## src/rtl/key_latch_pkg.sv

```systemverilog
// Shared constants for the key latch: key count, debounce defaults and counter widths.
package key_latch_pkg;
   localparam int NUM_KEYS     = 8;
   localparam int TICK_DIV_DEF = 50000;
   localparam int DB_LEN_DEF   = 4;
   localparam int CNT_W        = 4;
   localparam logic [CNT_W-1:0] CNT_MAX = '1;

   typedef logic [NUM_KEYS-1:0] keyvec_t;

   function automatic int tick_w(input int div);
      return $clog2(div);
   endfunction

   // agreement counter only has to reach DB_LEN-1
   function automatic int agree_w(input int len);
      return $clog2(len);
   endfunction
endpackage

```

## src/rtl/key_latch_if.sv

```systemverilog
// Key/enable inputs and latched-key outputs of the key latch.
interface key_latch_if;
   import key_latch_pkg::*;

   keyvec_t          keys_n;
   logic             sw_en;
   logic             clr;
   keyvec_t          x;
   logic             en;
   logic             press;
   logic [CNT_W-1:0] press_cnt;

   modport master (output keys_n, sw_en, clr, input x, en, press, press_cnt);
   modport slave  (input keys_n, sw_en, clr, output x, en, press, press_cnt);
endinterface

```

## src/rtl/key_latch_debounce.sv

```systemverilog
// One key: 2-flop synchronizer, tick-sampled debounce and press (0->1) edge detect.
module key_debounce
   import key_latch_pkg::*;
#(
   parameter int DB_LEN = DB_LEN_DEF
) (
   input  logic clk,
   input  logic clrn,
   input  logic tick,
   input  logic raw_n,
   output logic level,
   output logic rise
);
   localparam int AW = agree_w(DB_LEN);
   localparam logic [AW-1:0] LAST = AW'(DB_LEN - 1);

   logic          s1, s2, level_q;
   logic          samp;
   logic [AW-1:0] agree;

   assign samp = ~s2;

   always_ff @(posedge clk) begin
      if (!clrn) begin
         s1      <= 1'b1;
         s2      <= 1'b1;
         level   <= 1'b0;
         level_q <= 1'b0;
         agree   <= '0;
      end else begin
         s1      <= raw_n;
         s2      <= s1;
         level_q <= level;
         if (tick) begin
            // any sample matching the current level restarts the run
            if (samp == level)
               agree <= '0;
            else if (agree == LAST) begin
               level <= samp;
               agree <= '0;
            end else
               agree <= agree + 1'b1;
         end
      end
   end

   assign rise = level & ~level_q;
endmodule

```

## src/rtl/key_latch.sv

```systemverilog
// Debounced 8-key press latch with one-cycle press pulse and saturating press count.
module key_latch
   import key_latch_pkg::*;
#(
   parameter int TICK_DIV = TICK_DIV_DEF,
   parameter int DB_LEN   = DB_LEN_DEF
) (
   input  logic       clk,
   input  logic       clrn,
   key_latch_if.slave bus
);
   localparam int TW = tick_w(TICK_DIV);

   logic [TW-1:0] tcnt;
   logic          tick;
   logic          en_s1;
   keyvec_t       level, rise, ev;

   assign tick = (tcnt == TW'(TICK_DIV - 1));

   always_ff @(posedge clk) begin
      if (!clrn)     tcnt <= '0;
      else if (tick) tcnt <= '0;
      else           tcnt <= tcnt + 1'b1;
   end

   for (genvar i = 0; i < NUM_KEYS; i++) begin : g_key
      key_debounce #(.DB_LEN(DB_LEN)) u_key (
         .clk   (clk),
         .clrn  (clrn),
         .tick  (tick),
         .raw_n (bus.keys_n[i]),
         .level (level[i]),
         .rise  (rise[i])
      );
   end

   always_ff @(posedge clk) begin
      if (!clrn) begin
         en_s1  <= 1'b0;
         bus.en <= 1'b0;
      end else begin
         en_s1  <= bus.sw_en;
         bus.en <= en_s1;
      end
   end

   assign ev = rise & level;

   // clr takes priority over a press event landing in the same clock
   always_ff @(posedge clk) begin
      if (!clrn || bus.clr) begin
         bus.x         <= '0;
         bus.press     <= 1'b0;
         bus.press_cnt <= '0;
      end else begin
         bus.x     <= bus.x | ev;
         bus.press <= |ev;
         if (|ev && bus.press_cnt != CNT_MAX)
            bus.press_cnt <= bus.press_cnt + 1'b1;
      end
   end
endmodule

```

## src/flat_wrapper.sv

```systemverilog
// flat-port wrapper written by rule: the top's interface ports become plain ports
module key_latch_flat import key_latch_pkg::*;
#(
   parameter int TICK_DIV = TICK_DIV_DEF,
   parameter int DB_LEN   = DB_LEN_DEF
)
  (clk, clrn, bus_keys_n, bus_sw_en, bus_clr, bus_x, bus_en, bus_press, bus_press_cnt);
  key_latch_if bus_i ();
  input  logic clk;
  input  logic clrn;
  input wire logic [$bits(bus_i.keys_n)-1:0] bus_keys_n;
  input wire logic [$bits(bus_i.sw_en)-1:0] bus_sw_en;
  input wire logic [$bits(bus_i.clr)-1:0] bus_clr;
  output wire logic [$bits(bus_i.x)-1:0] bus_x;
  output wire logic [$bits(bus_i.en)-1:0] bus_en;
  output wire logic [$bits(bus_i.press)-1:0] bus_press;
  output wire logic [$bits(bus_i.press_cnt)-1:0] bus_press_cnt;
  assign bus_i.keys_n = bus_keys_n;
  assign bus_i.sw_en = bus_sw_en;
  assign bus_i.clr = bus_clr;
  assign bus_x = bus_i.x;
  assign bus_en = bus_i.en;
  assign bus_press = bus_i.press;
  assign bus_press_cnt = bus_i.press_cnt;
  key_latch #(.TICK_DIV(TICK_DIV), .DB_LEN(DB_LEN)) u_core (.clk(clk), .clrn(clrn), .bus(bus_i));
endmodule
```

## config.mk

```make
export PLATFORM = sky130hd
export DESIGN_NAME = key_latch_flat
export DESIGN_NICKNAME = d
export VERILOG_FILES = /design/src/rtl/key_latch_pkg.sv /design/src/rtl/key_latch_if.sv /design/src/rtl/key_latch_debounce.sv /design/src/rtl/key_latch.sv /design/src/flat_wrapper.sv
export SDC_FILE = /design/constraint.sdc
export NUM_CORES = 1
export LEC_CHECK = 0
export BUFFER_PORTS_ARGS = -buffer_cell sky130_fd_sc_hd__clkbuf_2
export CORE_MARGIN = 8
export CORE_UTILIZATION = 50
export DETAILED_ROUTE_END_ITERATION = 6
export HOLD_SLACK_MARGIN = 0.05
export PLACE_DENSITY = 0.69
export SLEW_MARGIN = 20
export SYNTH_ARGS = -nofsm -noshare
export SYNTH_HDL_FRONTEND = slang
export SYNTH_HIERARCHICAL = 1
export SYNTH_SLANG_ARGS = --single-unit
export TNS_END_PERCENT = 1
```

## constraint.sdc

```tcl
create_clock -name clk -period 4 [get_ports clk]
set_input_delay 0.4 -clock clk [delete_from_list [all_inputs] [get_ports clk]]
set_output_delay 0.4 -clock clk [all_outputs]
set_load 0.03 [all_outputs]
```

==> metrics.csv, run 1 <==
metric,value,unit
cp-start-kind,flip-flop,
synth_fp_nets,334,
ios,26,
first_iter_violations,89,
grt_antenna_before_repair,0,
hold_path_depth,2,
numPortBuffers,25,
place_ws,1667,ps
grt_pass1_vias,2217,
ctsHoldBuffers,0,
crit_arrival,2610,ps
period_needed,2360,ps
hp-start,bus_keys_n[4],
final_layout_size_suffix_gt1_share,19.55,%
synth_fa_ha_area_share,3.935,%
r2r_slack,1640,ps
slew_headroom,59.33,%
p_switching,0.0003166,W
rsz0062_at_grt,false,
post_cts_resized,0,
r2r-start,u_core/tcnt[4],
fillers,541,
p_int,0.001103,W
synth_simple_gate_area_share,25.54,%
crit_fanout,48,
vias,2262,
hpwl,3563,um
grt_first_pass_wirelength,9542,um
syn_avg_cell_area,10.19,um^2
end_kind,flip-flop,
insertion_delay,340,ps
cts_setup_buffers,0,
wire_per_inst,12.63,um
firstDrtPassIters,4,
setup_viol,0,
synth-async-reset-ratio,0,%
power_frac_comb,2.8,%
antenna_cells,0,
initial_core_util,50.94,%
timing.final.crit_share,59.00,%
tns,0,ps
status,completed,
netlist_instances,312,
finClkSkew,7.039,ps
whs,224.6,ps
hold_end,u_core/g_key[4].u_key/s1,
synth_top_family_by_area,simple AND/OR/NAND/NOR gates,
synth-seq-cells,79,
h-tree-depth,3,
cap_violations,0,
row_count,29,
slew_violations,0,
worstReg2RegEnd,u_core/g_key[1].u_key/level,
ctsLongestPathBuffers,2,
peakVddDrop,0.0002149,V
final-hold-violation-count,0,
netlist_area,0.003179,mm^2
powerDensity,395.0,mW/mm^2
grt-ovfl-total,0,
fin_ws,1640,ps
synth-edff-count,0,
p_clk_share,40.7,%
nets,370,
dp.cells,414,
leakagePower,1.418,nW
avgViaCountPerCell,5.260,
hold_path_class,in -> reg,
clkSlewWorstSetupHoldPaths,80,ps
tightest_slew,610.0,ps
crit_required,4250,ps
switching_share,22.30,%
drc,0,
synth-main-ff-cell,dfxtp_1,
gp_congestion,0.8004,
total_power,0.001420,W
r2r_cells,6,
track_usage,13.23,%
fmax,423.7,MHz
antenna_left,0,
cts.sinks,79,
synth_compound_area_share,12.08,%
dieArea,0.009166,mm^2
cts_buffers,9,
grt_max_degree,63,
die_w,95.74,um
syn2layout_area_growth,13.07,%
multi_input_area,0.001534,mm^2
instances_no_fill,430,
clock-root-buffer,clkbuf_8,
die_h,95.74,um
power_frac_seq,56.5,%
cts_tree,done,
register_area,0.001582,mm^2
yosysWarnings,6,
yosysSeqAreaShare,49.74,%
coreArea,0.006241,mm^2
wl,5433,um
synth_cell_types,39,
synth_xor_area_share,6.061,%
crit_type,reg -> reg,
synth_mux_area_share,0.6297,%
==> cells by family (layout without fill, tap and decap cells) <==
group	after synthesis	count (layout)
and+or+nand+nor	137	137
xor gates and xnor gates	22	22
AOI/OAI and AO/OA	48	48
DFF	79	79
adders and majority gates	10	10
muxes	2	2
buffers and inverters	14	55
==> cells in the mapped netlist (9+ instances only) <==
cell	n	area (um^2)
nor2_1	23	86.33
nand3_1	15	75.07
nand3b_1	16	120.1
a21oi_1	17	85.08
nand2_1	14	52.55
xnor2_1	11	96.34
dfxtp_1	79	1582
ha_1	10	125.1
nor2b_1	9	56.30
nand2b_1	10	62.56
or2b_1	16	120.1
xor2_1	11	96.34
==> worst max-delay path: stages, from the launching register on <==
cell	delay, ps
dfxtp_1	370
or4b_1	550
or4_4	560
inv_1	70
buf_4	360
a21oi_1	110
a311oi_1	240
==> stage by stage <==
step                utilization (%)  cell area [um^2]
floorplan                         -              3179
global placement              54.43              3397
detailed placement            54.43              3397
CTS                           57.60              3595
global route                  57.60              3595
finish                        57.60              3595
==> cell type report <==
type                            instances  area share, %
Clock inverter                          6          1.949
Tap cell                               77          2.680
Inverter                               12          1.253
Sequential cell                        79          44.00
Timing Repair Buffer                   27          3.898
Clock buffer                           10          3.550
Multi-Input combinational cell        219          42.67
==> power by group through the flow <==
| stage | clock [W] | combinational, W | sequential, W |
|---|---|---|---|
| 2_1_floorplan | 0 | 0.0000217 | 0.000820 |
| 5_1_grt | 0.000638 | 0.0000442 | 0.000804 |
| 4_1_cts | 0.000605 | 0.0000399 | 0.000802 |
| 3_5_place_dp | 0 | 0.0000397 | 0.000821 |
| 3_3_place_gp | 0 | 0.0000395 | 0.000821 |
| 6_report | 0.000579 | 0.0000391 | 0.000802 |
==> per-layer routing <==
| metal | up-vias | global-route usage (%) | share of wire [%] |
|---|---|---|---|
| li1 | 1178 | - | - |
| met1 | 1040 | 15.08 | 47 |
| met2 | 38 | 21.89 | 46 |
| met3 | 6 | 4.134 | 5.4 |
| met4 | 0 | 6.786 | 0.98 |
| met5 | - | 0 | 0 |
==> state kept, by name, summed over array words and instances (netlist names), 4 cells and up <==
| name | cells |
|---|---|
| u_core/g_key.u_key/level | 8 |
| u_core/g_key.u_key/s2 | 8 |
| u_core/g_key.u_key/agree | 16 |
| u_core/g_key.u_key/level_q | 8 |
| u_core/bus.x | 8 |
| u_core/bus.press_cnt | 4 |
| u_core/tcnt | 16 |
| u_core/g_key.u_key/s1 | 8 |
==> placed cells by master, fill, tap and decap left out, types with 5 or more instances in the layout <==
cell type  Yosys  final
dfxtp_1       79     79
clkbuf_2       0     25
nor2_1        23     23
a21oi_1       17     17
nand3b_1      16     16
or2b_1        16     16
nand3_1       15     15
nand2_1       14     14
xnor2_1       11     11
xor2_1        11     11
nand2b_1      10     10
ha_1          10     10
clkbuf_8       0      9
nor2b_1        9      9
and2_2         8      8
o21ai_0        8      8
inv_2          8      8
o41ai_2        8      8
a311oi_1       8      8
nand4_1        6      6
nor4_1         5      5
==> how the worst max path moves through the flow <==
stage                                           to  cells past startpoint  slack (ps)           start
finish                 u_core/g_key[1].u_key/level                      6        1640  u_core/tcnt[4]
detailed placement     u_core/g_key[1].u_key/level                      6        1670  u_core/tcnt[4]
CTS                    u_core/g_key[1].u_key/level                      6        1650  u_core/tcnt[4]
global route        u_core/g_key[3].u_key/agree[0]                      7        1450  u_core/tcnt[0]
global placement    u_core/g_key[6].u_key/agree[0]                      6        1770  u_core/tcnt[4]
floorplan           u_core/g_key[0].u_key/agree[0]                      5        1570  u_core/tcnt[4]
No activity file was read; power rests on OpenSTA's default activity.
==> run 2: changes to the inputs <==
==> constraint.sdc (replaced) <==
create_clock -name clk -period 2.4 [get_ports clk]
set_input_delay 0.24 -clock clk [delete_from_list [all_inputs] [get_ports clk]]
set_output_delay 0.24 -clock clk [all_outputs]
set_load 0.03 [all_outputs]
==> metrics.csv, run 2 (synthesis gave the netlist of run 1 again) <==
metric,value,unit
cp_cell_sequence,or4b_1 -> or4_4 -> clkinvlp_4 -> buf_12 -> a21oi_1 -> a311oi_1,
track_usage,13.84,%
clock-root-buffer,clkbuf_8,
gp_congestion,0.7599,
insertion_delay,340,ps
cts.sinks,79,
slew_violations,0,
rsz0062_at_grt,false,
die_w,95.74,um
grt-ovfl-total,0,
drc,0,
slew_headroom,62.23,%
register_area,0.001582,mm^2
wl,5719,um
grt_first_pass_wirelength,9991,um
cap_violations,0,
hpwl,3950,um
fmax,452.2,MHz
crit_fanout,48,
dpl_cell_area,0.003436,mm^2
syn2layout_area_growth,16.06,%
end_kind,flip-flop,
wire_per_inst,13.21,um
ctsHoldBuffers,0,
die_h,95.74,um
nets,373,
whs,71.85,ps
crit_arrival,2460,ps
post_cts_resized,0,
leakagePower,1.463,nW
avgViaCountPerCell,5.376,
final-hold-violation-count,0,
coreArea,0.006241,mm^2
ios,26,
fillers,557,
antenna_left,0,
final_layout_size_suffix_gt1_share,20.79,%
numPortBuffers,25,
cp-start-kind,flip-flop,
crit_required,2650,ps
dieArea,0.009166,mm^2
peakVddDrop,0.0003945,V
clkSlewWorstSetupHoldPaths,80,ps
tightest_slew,566.6,ps
fin_ws,188.6,ps
slowest_stage,or4_4,
firstDrtPassIters,4,
grt_antenna_before_repair,0,
period_needed,2211,ps
initial_core_util,50.94,%
status,completed,
row_count,29,
first_iter_violations,133,
h-tree-depth,3,
finClkSkew,11.63,ps
hold_path_class,in -> reg,
top_regs,"u_core/g_key.u_key/agree x16, u_core/tcnt x16",
timing.final.crit_share,92.14,%
cts_buffers,9,
powerDensity,708.3,mW/mm^2
tns,0,ps
antenna_cells,0,
grt_pass1_vias,2254,
grt_max_degree,49,
dp.cells,417,
crit_type,reg -> reg,
ctsLongestPathBuffers,2,
vias,2328,
final_common_cell,dfxtp_1,
slowest_delay,570,ps
setup_viol,0,
mostFrequentLayoutCells,"79 x dfxtp_1, 25 x clkbuf_2, 23 x nor2_1",
stdcell_area,0.003690,mm^2
instances_no_fill,433,
place_ws,207.2,ps
cts_tree,done,
multi_input_area,0.001534,mm^2
cts_setup_buffers,0,
## run 2: changes by cell type in the layout (fill, tap and decap cells not counted), sizes merged
cell,before,now
bufinv,1,3
buf,2,5
clkinv,1,2
inv,13,12
clkinvlp,3,1
## run 2: cell type report
type	instances	area share (%)
multi-input cells	219	41.57
repair buffers	30	4.747
well taps	77	2.611
flip-flops and latches	79	42.86
clock inverters	6	3.154
inverters	12	1.322
clock buffers	10	3.730
## run 2: metal layers
| metal | vias to the layer above | global-route usage, % | wire length, um |
|---|---|---|---|
| li1 | 1183 | - | - |
| met1 | 1107 | 15.67 | 2672 |
| met2 | 32 | 22.80 | 2706 |
| met3 | 6 | 3.900 | 252 |
| met4 | 0 | 8.323 | 87 |
| met5 | - | 0 | 0 |
## run 2: critical path: cells and delay by family, from the launching register on
family	cells	cell delay, ps
and+or+nand+nor	2	1110
DFF	1	370
AOI/OAI and AO/OA	2	320
buffers and inverters	2	310
## run 2: path summary, 6_finish.rpt
path	startpoint	end	slack (ps)	cells after the start
min	bus_keys_n[5]	u_core/g_key[5].u_key/s1	70	2
min reg2reg	u_core/g_key[0].u_key/s1	u_core/g_key[0].u_key/s2	400	1
max reg2reg	u_core/tcnt[4]	u_core/g_key[0].u_key/level	190	6
max	u_core/tcnt[4]	u_core/g_key[0].u_key/level	190	6
## run 2: power breakdown
group | leakage (nW) | internal (W) | switching (W)
Combinational | 0.694 | 0.0000262 | 0.0000405
Sequential | 0.641 | 0.00133 | 0.00000916
Clock | 0.127 | 0.000727 | 0.000483
## run 2: per-stage QoR
step	total power (W)	util, %
5_1_grt	0.002709	59.12
2_1_floorplan	0.001403	-
4_1_cts	0.002649	59.12
3_5_place_dp	0.001436	55.05
6_report	0.002613	59.12
3_3_place_gp	0.001433	55.05
